$ cat config.mk
export PLATFORM = sky130hd
export DESIGN_NAME = mem_stage
export DESIGN_NICKNAME = d
export VERILOG_FILES = /design/src/rtl/mem_stage_pkg.sv /design/src/rtl/mem_stage_align.sv /design/src/rtl/mem_stage.sv
export SDC_FILE = /design/constraint.sdc
export NUM_CORES = 1
export LEC_CHECK = 0
export ABC_AREA = 1
export BUFFER_PORTS_ARGS = -buffer_cell sky130_fd_sc_hd__buf_2
export CAP_MARGIN = 25
export CORE_ASPECT_RATIO = 1.2
export CORE_UTILIZATION = 58
export DETAILED_ROUTE_END_ITERATION = 12
export HOLD_SLACK_MARGIN = 0.15
export PLACE_DENSITY = 0.86
export SETUP_SLACK_MARGIN = 0.02
export SLEW_MARGIN = 20
export SYNTH_ARGS = -nofsm -noshare
export SYNTH_HDL_FRONTEND = slang
export SYNTH_SLANG_ARGS = --single-unit
$ cat constraint.sdc
create_clock -name clk -period 22 [get_ports clk]
set_input_delay 5.5 -clock clk [delete_from_list [all_inputs] [get_ports clk]]
set_output_delay 5.5 -clock clk [all_outputs]
set_load 0.01 [all_outputs]
$ cat src/rtl/mem_stage_pkg.sv
// mem_stage_pkg
//   Shared definitions for the memory-access stage: MIPS load/store opcode
//   constants, the data-bus size encoding, the stage FSM state type and two
//   small decode helpers used by both the stage and the lane aligner.
package mem_stage_pkg;

  // MIPS primary opcodes for the memory instructions handled by the stage.
  localparam logic [5:0] OP_LB  = 6'h20;
  localparam logic [5:0] OP_LH  = 6'h21;
  localparam logic [5:0] OP_LWL = 6'h22;
  localparam logic [5:0] OP_LW  = 6'h23;
  localparam logic [5:0] OP_LBU = 6'h24;
  localparam logic [5:0] OP_LHU = 6'h25;
  localparam logic [5:0] OP_LWR = 6'h26;
  localparam logic [5:0] OP_SB  = 6'h28;
  localparam logic [5:0] OP_SH  = 6'h29;
  localparam logic [5:0] OP_SWL = 6'h2A;
  localparam logic [5:0] OP_SW  = 6'h2B;
  localparam logic [5:0] OP_SWR = 6'h2E;
  localparam logic [5:0] OP_LL  = 6'h30;
  localparam logic [5:0] OP_SC  = 6'h38;

  // dreq_size encoding.
  localparam logic [1:0] SIZE_BYTE = 2'd0;
  localparam logic [1:0] SIZE_HALF = 2'd1;
  localparam logic [1:0] SIZE_WORD = 2'd2;

  typedef enum logic [1:0] {
    S_IDLE = 2'd0,
    S_REQ  = 2'd1,
    S_WAIT = 2'd2
  } mem_state_t;

  // Bus transfer size for an opcode. LWL/LWR/SWL/SWR move a whole word and
  // rely on the merge / strobes to pick the bytes that matter.
  function automatic logic [1:0] op_size(input logic [5:0] op);
    logic [1:0] s;
    case (op)
      OP_LB, OP_LBU, OP_SB:  s = SIZE_BYTE;
      OP_LH, OP_LHU, OP_SH:  s = SIZE_HALF;
      default:               s = SIZE_WORD;
    endcase
    return s;
  endfunction

  // Natural-alignment violation for the ops that require it.
  function automatic logic is_misaligned(input logic [5:0] op, input logic [1:0] a);
    logic m;
    case (op)
      OP_LH, OP_LHU, OP_SH:         m = a[0];
      OP_LW, OP_LL, OP_SW, OP_SC:   m = |a;
      default:                      m = 1'b0;
    endcase
    return m;
  endfunction

endpackage

$ cat src/rtl/mem_stage_align.sv
// mem_stage_align
//   Purely combinational lane logic for the memory stage.
//   Loads : extracts / sign- or zero-extends the addressed byte or half, or
//           merges the returned word with the old rt value for LWL/LWR.
//   Stores: produces the byte strobes and lane-replicated / shifted data.
// Ports:
//   i_op         opcode of the latched instruction
//   i_addr_lo    low two address bits (byte offset within the word)
//   i_rt         store data, or old rt value for LWL/LWR
//   i_mem        word returned by the data bus
//   o_load_data  writeback value for loads
//   o_strobe     byte write enables (0 for loads)
//   o_store_data lane-positioned store data (0 for loads)
//   o_size       bus transfer size
module mem_stage_align
  import mem_stage_pkg::*;
(
  input  logic [5:0]  i_op,
  input  logic [1:0]  i_addr_lo,
  input  logic [31:0] i_rt,
  input  logic [31:0] i_mem,
  output logic [31:0] o_load_data,
  output logic [3:0]  o_strobe,
  output logic [31:0] o_store_data,
  output logic [1:0]  o_size
);

  logic [1:0]  w_b;        // effective byte offset
  logic [4:0]  w_sh;       // 8*b
  logic [4:0]  w_shc;      // 8*(3-b)
  logic [31:0] w_mem_sh;   // returned word shifted so the addressed lane is at bit 0
  logic [7:0]  w_byte;
  logic [15:0] w_half;

  // Half/word ops ignore the offset bits they do not use. With the alignment
  // check enabled those bits are already zero by the time a request is made;
  // with it disabled this is what makes the misaligned access behave as the
  // aligned one.
  always_comb begin
    w_b = i_addr_lo;
    case (i_op)
      OP_LH, OP_LHU, OP_SH:        w_b = {i_addr_lo[1], 1'b0};
      OP_LW, OP_LL, OP_SW, OP_SC:  w_b = 2'b00;
      default:                     w_b = i_addr_lo;
    endcase
  end

  assign w_sh     = {w_b, 3'b000};
  assign w_shc    = {~w_b, 3'b000};
  assign w_mem_sh = i_mem >> w_sh;
  assign w_byte   = w_mem_sh[7:0];
  assign w_half   = w_mem_sh[15:0];

  always_comb begin
    o_load_data = i_mem;
    case (i_op)
      OP_LB:   o_load_data = {{24{w_byte[7]}}, w_byte};
      OP_LBU:  o_load_data = {24'd0, w_byte};
      OP_LH:   o_load_data = {{16{w_half[15]}}, w_half};
      OP_LHU:  o_load_data = {16'd0, w_half};
      // LWL fills the upper bytes from memory, keeps the low bytes of rt.
      OP_LWL:  o_load_data = (i_mem << w_shc) | (i_rt & ~(32'hFFFF_FFFF << w_shc));
      // LWR fills the lower bytes from memory, keeps the high bytes of rt.
      OP_LWR:  o_load_data = (i_mem >> w_sh) | (i_rt & ~(32'hFFFF_FFFF >> w_sh));
      default: o_load_data = i_mem;
    endcase
  end

  always_comb begin
    o_strobe     = 4'h0;
    o_store_data = 32'd0;
    case (i_op)
      OP_SB: begin
        o_strobe     = 4'b0001 << w_b;
        o_store_data = {4{i_rt[7:0]}};
      end
      OP_SH: begin
        o_strobe     = 4'b0011 << w_b;
        o_store_data = {2{i_rt[15:0]}};
      end
      OP_SW, OP_SC: begin
        o_strobe     = 4'hF;
        o_store_data = i_rt;
      end
      OP_SWL: begin
        o_strobe     = 4'hF >> (~w_b);
        o_store_data = i_rt >> w_shc;
      end
      OP_SWR: begin
        o_strobe     = 4'hF << w_b;
        o_store_data = i_rt << w_sh;
      end
      default: begin
        o_strobe     = 4'h0;
        o_store_data = 32'd0;
      end
    endcase
  end

  assign o_size = op_size(i_op);

endmodule

$ cat src/rtl/mem_stage.sv
// mem_stage
//   Memory-access stage of the 5-stage MIPS pipeline. Accepts the execute
//   bundle, checks alignment, runs the data-bus handshake for loads/stores,
//   keeps the LL/SC link bit and registers the writeback bundle.
// Ports:
//   clk, reset                  clock, asynchronous active-high reset
//   in_valid / in_ready         execute bundle handshake
//   in_op, in_rm, in_wm         opcode, load marker, store marker
//   in_addr, in_data            effective address / ALU value, store data or old rt
//   in_regw, in_pc, in_exc      destination reg, PC, upstream exception flag
//   eret                        ERET committed (clears the link bit)
//   dreq_*                      data bus request (valid, addr, size, strobe, data)
//   dresp_*                     data bus response (addr_ok, data_ok, data)
//   stall                       freezes upstream stages
//   out_*                       writeback bundle (out_valid is a one-cycle pulse)
//   dbg_state                   current FSM state
//
// Bus handshake: in REQ, dreq_valid is high and all dreq_* fields are held
// constant until dresp_addr_ok. addr_ok together with data_ok completes the
// access in that cycle; addr_ok alone moves to WAIT, where dreq_valid is low
// and the access completes on data_ok. The writeback bundle appears on the
// cycle after completion.
module mem_stage
  import mem_stage_pkg::*;
#(
  parameter int ALLOW_MISALIGNED = 0
) (
  input  logic        clk,
  input  logic        reset,
  input  logic        in_valid,
  output logic        in_ready,
  input  logic [5:0]  in_op,
  input  logic        in_rm,
  input  logic        in_wm,
  input  logic [31:0] in_addr,
  input  logic [31:0] in_data,
  input  logic [4:0]  in_regw,
  input  logic [31:0] in_pc,
  input  logic        in_exc,
  input  logic        eret,
  output logic        dreq_valid,
  output logic [31:0] dreq_addr,
  output logic [1:0]  dreq_size,
  output logic [3:0]  dreq_strobe,
  output logic [31:0] dreq_data,
  input  logic        dresp_addr_ok,
  input  logic        dresp_data_ok,
  input  logic [31:0] dresp_data,
  output logic        stall,
  output logic        out_valid,
  output logic [31:0] out_data,
  output logic [4:0]  out_regw,
  output logic [31:0] out_pc,
  output logic        out_adel,
  output logic        out_ades,
  output logic [31:0] out_badvaddr,
  output logic [1:0]  dbg_state
);

  mem_state_t  r_state;
  logic [5:0]  r_op;
  logic [31:0] r_addr;
  logic [31:0] r_rt;
  logic [4:0]  r_regw;
  logic [31:0] r_pc;
  logic        r_is_load;
  logic        r_llbit;

  logic        r_out_valid;
  logic [31:0] r_out_data;
  logic [4:0]  r_out_regw;
  logic [31:0] r_out_pc;
  logic        r_out_adel;
  logic        r_out_ades;
  logic [31:0] r_out_badvaddr;

  logic        w_accept;
  logic        w_is_mem;
  logic        w_misal;
  logic        w_addr_err;
  logic        w_sc_fail;
  logic        w_go_bus;
  logic        w_done;
  logic [31:0] w_load_data;
  logic [3:0]  w_strobe;
  logic [31:0] w_store_data;
  logic [1:0]  w_size;

  assign w_accept   = in_valid && (r_state == S_IDLE);
  assign w_is_mem   = in_rm || in_wm;
  assign w_misal    = (ALLOW_MISALIGNED == 0) && is_misaligned(in_op, in_addr[1:0]);
  // An upstream exception takes precedence over everything this stage checks.
  assign w_addr_err = w_is_mem && !in_exc && w_misal;
  // SC without a live link never reaches the bus.
  assign w_sc_fail  = w_is_mem && !in_exc && !w_misal && (in_op == OP_SC) && !r_llbit;
  assign w_go_bus   = w_accept && w_is_mem && !in_exc && !w_misal && !w_sc_fail;

  assign w_done = ((r_state == S_REQ)  && dresp_addr_ok && dresp_data_ok) ||
                  ((r_state == S_WAIT) && dresp_data_ok);

  mem_stage_align u_align (
    .i_op         (r_op),
    .i_addr_lo    (r_addr[1:0]),
    .i_rt         (r_rt),
    .i_mem        (dresp_data),
    .o_load_data  (w_load_data),
    .o_strobe     (w_strobe),
    .o_store_data (w_store_data),
    .o_size       (w_size)
  );

  always_ff @(posedge clk or posedge reset) begin
    if (reset) begin
      r_state        <= S_IDLE;
      r_op           <= 6'd0;
      r_addr         <= 32'd0;
      r_rt           <= 32'd0;
      r_regw         <= 5'd0;
      r_pc           <= 32'd0;
      r_is_load      <= 1'b0;
      r_llbit        <= 1'b0;
      r_out_valid    <= 1'b0;
      r_out_data     <= 32'd0;
      r_out_regw     <= 5'd0;
      r_out_pc       <= 32'd0;
      r_out_adel     <= 1'b0;
      r_out_ades     <= 1'b0;
      r_out_badvaddr <= 32'd0;
    end else begin
      r_out_valid <= 1'b0;

      // ERET wins over an LL completing in the same cycle.
      if (eret) begin
        r_llbit <= 1'b0;
      end else if (w_done && (r_op == OP_LL)) begin
        r_llbit <= 1'b1;
      end else if (w_done && (r_op == OP_SC)) begin
        r_llbit <= 1'b0;
      end

      case (r_state)
        S_IDLE: begin
          if (w_go_bus) begin
            r_op      <= in_op;
            r_addr    <= in_addr;
            r_rt      <= in_data;
            r_regw    <= in_regw;
            r_pc      <= in_pc;
            r_is_load <= in_rm;
            r_state   <= S_REQ;
          end else if (w_accept) begin
            // Non-memory op, upstream exception, address error or failed SC.
            r_out_valid    <= 1'b1;
            r_out_data     <= w_sc_fail ? 32'd0 : in_addr;
            r_out_regw     <= w_addr_err ? 5'd0 : in_regw;
            r_out_pc       <= in_pc;
            r_out_adel     <= w_addr_err && in_rm;
            r_out_ades     <= w_addr_err && in_wm;
            r_out_badvaddr <= w_addr_err ? in_addr : 32'd0;
          end
        end
        S_REQ: begin
          if (dresp_addr_ok) begin
            r_state <= dresp_data_ok ? S_IDLE : S_WAIT;
          end
        end
        S_WAIT: begin
          if (dresp_data_ok) begin
            r_state <= S_IDLE;
          end
        end
        default: r_state <= S_IDLE;
      endcase

      if (w_done) begin
        r_out_valid    <= 1'b1;
        r_out_data     <= r_is_load ? w_load_data :
                          ((r_op == OP_SC) ? 32'd1 : r_addr);
        r_out_regw     <= r_regw;
        r_out_pc       <= r_pc;
        r_out_adel     <= 1'b0;
        r_out_ades     <= 1'b0;
        r_out_badvaddr <= 32'd0;
      end
    end
  end

  assign in_ready    = (r_state == S_IDLE);
  assign stall       = (r_state != S_IDLE) || w_go_bus;
  assign dreq_valid  = (r_state == S_REQ);
  assign dreq_addr   = {r_addr[31:2], 2'b00};
  assign dreq_size   = w_size;
  assign dreq_strobe = w_strobe;
  assign dreq_data   = w_store_data;

  assign out_valid    = r_out_valid;
  assign out_data     = r_out_data;
  assign out_regw     = r_out_regw;
  assign out_pc       = r_out_pc;
  assign out_adel     = r_out_adel;
  assign out_ades     = r_out_ades;
  assign out_badvaddr = r_out_badvaddr;
  assign dbg_state    = r_state;

endmodule
==> results.yml <==
synth:
  synthSimpleGateAreaFrac: 0.261
  ys_types: 47
  avgSynthCellArea_um2: 7.60
  ys_ff_latch: 215
  synth.cell_area_um2: 12700
  synth_edf_count: 0
  async_flop_share: 1.00
  yosys-top-cells-area: "dfrtp_1 (42%), nand2_1 (13%), a21oi_1 (5.0%), nor2_1 (4.5%), nand3_1 (4.1%)"
  yosysTopAreaCellShare: 0.423
  muxShareOfSynthArea: 0.0274
  yosys.cell_count.top_type: "nand2_1"
  synth_compound_area_frac: 0.185
  ys_top_cells_by_count: "nand2_1 (435), dfrtp_1 (215), nor2_1 (151)"
  seq_area_frac_synth: 0.423
  yosys.area.top_type: "dfrtp_1"
  synth_top_family_by_area: "simple AND/OR/NAND/NOR gates"
  synthAdderAreaFrac: 0
  synthCells: 1673
  ys.flop_type: "dfrtp_1"
  yosysWarnings: 0
  synth_xor_area_frac: 0
sta:
  relSlewSlack: 0.313
  rsz0062_at_grt: "no"
  finalHoldViolCount: 0
  slew_viol_final: 0
  fin_tns_setup_ps: 0
  tightest_slew_ps: 1020
  fin_skew_ps: 19.3
  finalCriticalPeriod_ps: 12300
  post-route-period-util: 0.559
  finalWorstSetupSlack_ps: 9700
  final-setup-viol-count: 0
  max_clock_freq_mhz: 81.3
grt:
  groute.usage.overall: 0.382
  antenna_found_initial: 7
  grt_max_degree: 134
  grt.overflow.total: 0
  first_global_vias: 12604
  grt_pass1_wl_mm: 67.0
placement:
  dp_cells: 2146
  pre_cts_ws_ps: 9150
  hpwl_mm: 29.7
  portBuffers: 324
  placed_area_um2: 14000
  gp_congestion: 1.01
pwr:
  p_per_area_nw_per_um2: 110
  p_comb_frac: 0.406
  peakVddDrop_mv: 0.0771
  finalPower_uw: 1640
  p_int_uw: 950
  clkPwrFrac: 0.248
  power_frac_seq: 0.346
  power.leakage_uw: 0.00765
  swShare: 0.420
  p_sw_uw: 689
finish:
  drive_gt1_frac: 0.240
  fin_cells: 2196
  fin_nets: 2046
  fin_area_um2: 14800
  syn_to_final_growth_pct: 16.7
clocking:
  ctsResizeCount: 0
  cts_setup_buffers: 0
  cts-root-buf: "clkbuf_16"
  clk_pin_slew_ps: 60
  cts_max_level: 1
  clock-sinks: 215
  cts_tree: "yes"
  cts-buffers-inserted: 23
  clock_path_buffers: 3
  cts_hold_buffers: 0
  clk_latency_ps: 530
critical_path:
  crit_slowest_cell: "nand3_4"
  criticalPathCategory: "in -> out"
  arrival_ps: 6800
  cp_max_fo: 24
  cp-end-kind: "primary output"
  crit_chain: "buf_2 > nor2_1 > nand4_1 > nor3_1 > nor2_1 > nand3_4 > nand2_1 > buf_2"
  cp_data_required_time_ps: 16500
  critPathLaunchType: "primary input"
  slowest_delay_ps: 300
floorplan:
  initial_core_util: 0.588
  ios: 327
  chipWidth_um: 137
  die_y_um: 164
  fp.dieArea_um2: 22500
  std_cell_rows: 59
  core_area_um2: 21600
detailed_routing:
  num_vias: 13397
  post_drt_wl_per_cell_um: 19.8
  wirelength_mm: 43.4
  first_pass_iters: 6
  first_iter_violations: 1394
  ant_nets: 0
  post-route-drc-count: 0
  avgViaCountPerCell: 6.10
min_path:
  worstHoldPathType: "reg -> reg"
job:
  max_cap_violations: 0
status:
  status: "finished, final reports clean"
power by group through the flow:
| stage | Clock [uW] | Combinational [uW] | Sequential (uW) |
|---|---|---|---|
| final | 406 | 665 | 568 |
| after CTS | 409 | 653 | 564 |
| after detailed placement | 0 | 647 | 568 |
| after global placement | 0 | 635 | 565 |
| after global routing | 424 | 729 | 577 |
| after floorplan | 0 | 456 | 571 |
cell usage in the layout, fill, tap and decap left out, types with 22 or more instances in the layout:
cell type	Yosys	final
buf_2	39	324
a21oi_1	126	126
nand2_1	435	435
a32oi_1	24	24
nand4_1	39	39
mux2_2	31	31
a32o_1	26	26
dfrtp_1	215	215
o211ai_1	22	22
inv_1	119	118
clkbuf_16	0	23
o21ai_0	101	101
nor2_1	151	150
o22ai_1	38	38
nand3_1	103	103
final timing paths:
path	depth (start not counted)	startpoint	endpoint	slack, ps
setup / recovery	8	in_op[0]	stall	9700
min in group asynchronous	2	reset	out_pc[4]	5080
setup reg to reg	12	r_op[2]	out_data[23]	18130
max in group asynchronous	3	reset	r_rt[3]	15630
hold / removal	2	r_pc[13]	r_pc[13]	490
hold reg to reg	2	r_pc[13]	r_pc[13]	490
layer usage:
layer	wire length, um	vias up	GRT usage
li1	-	6071	-
met1	16200	6256	0.487
met2	20600	903	0.621
met3	4360	167	0.0682
met4	2270	0	0.194
met5	0	-	0
worst max-delay path: cells and delay by family:
kind / cells / cell delay [ps]
buffers and inverters: 2 / 280
AND/OR/NAND/NOR: 6 / 1020
registers in the layout, indices dropped and copies added, names as in the netlist, 2 cells and up:
register	flops
out_badvaddr	32
out_data	32
out_pc	32
r_addr	32
r_pc	32
r_rt	32
r_op	6
out_regw	5
r_regw	5
dbg_state	2
layout make-up:
cell class / instances / area [um2]
clock buffer: 32 / 639
fill: 1806 / 6790
tap: 274 / 343
multi-input combinational: 1183 / 6040
clock inverter: 10 / 141
timing repair buffer: 340 / 1770
antenna: 7 / 17.5
sequential: 215 / 5380
inverter: 135 / 519
cells by family (layout without fill, tap and decap cells):
kind of cell,Yosys count,in the layout
and+or+nand+nor,765,765
buffers and inverters,276,517
AOI/OAI and AO/OA,385,385
DFF,215,215
other,1,9
muxes,31,31
through the flow:
stage,utilization,hold WS (ps)
after floorplan,-,453
after global placement,0.648,462
after detailed placement,0.648,473
after CTS,0.684,488
after global routing,0.686,505
final,0.686,486
No activity file was read; power rests on OpenSTA's default activity.
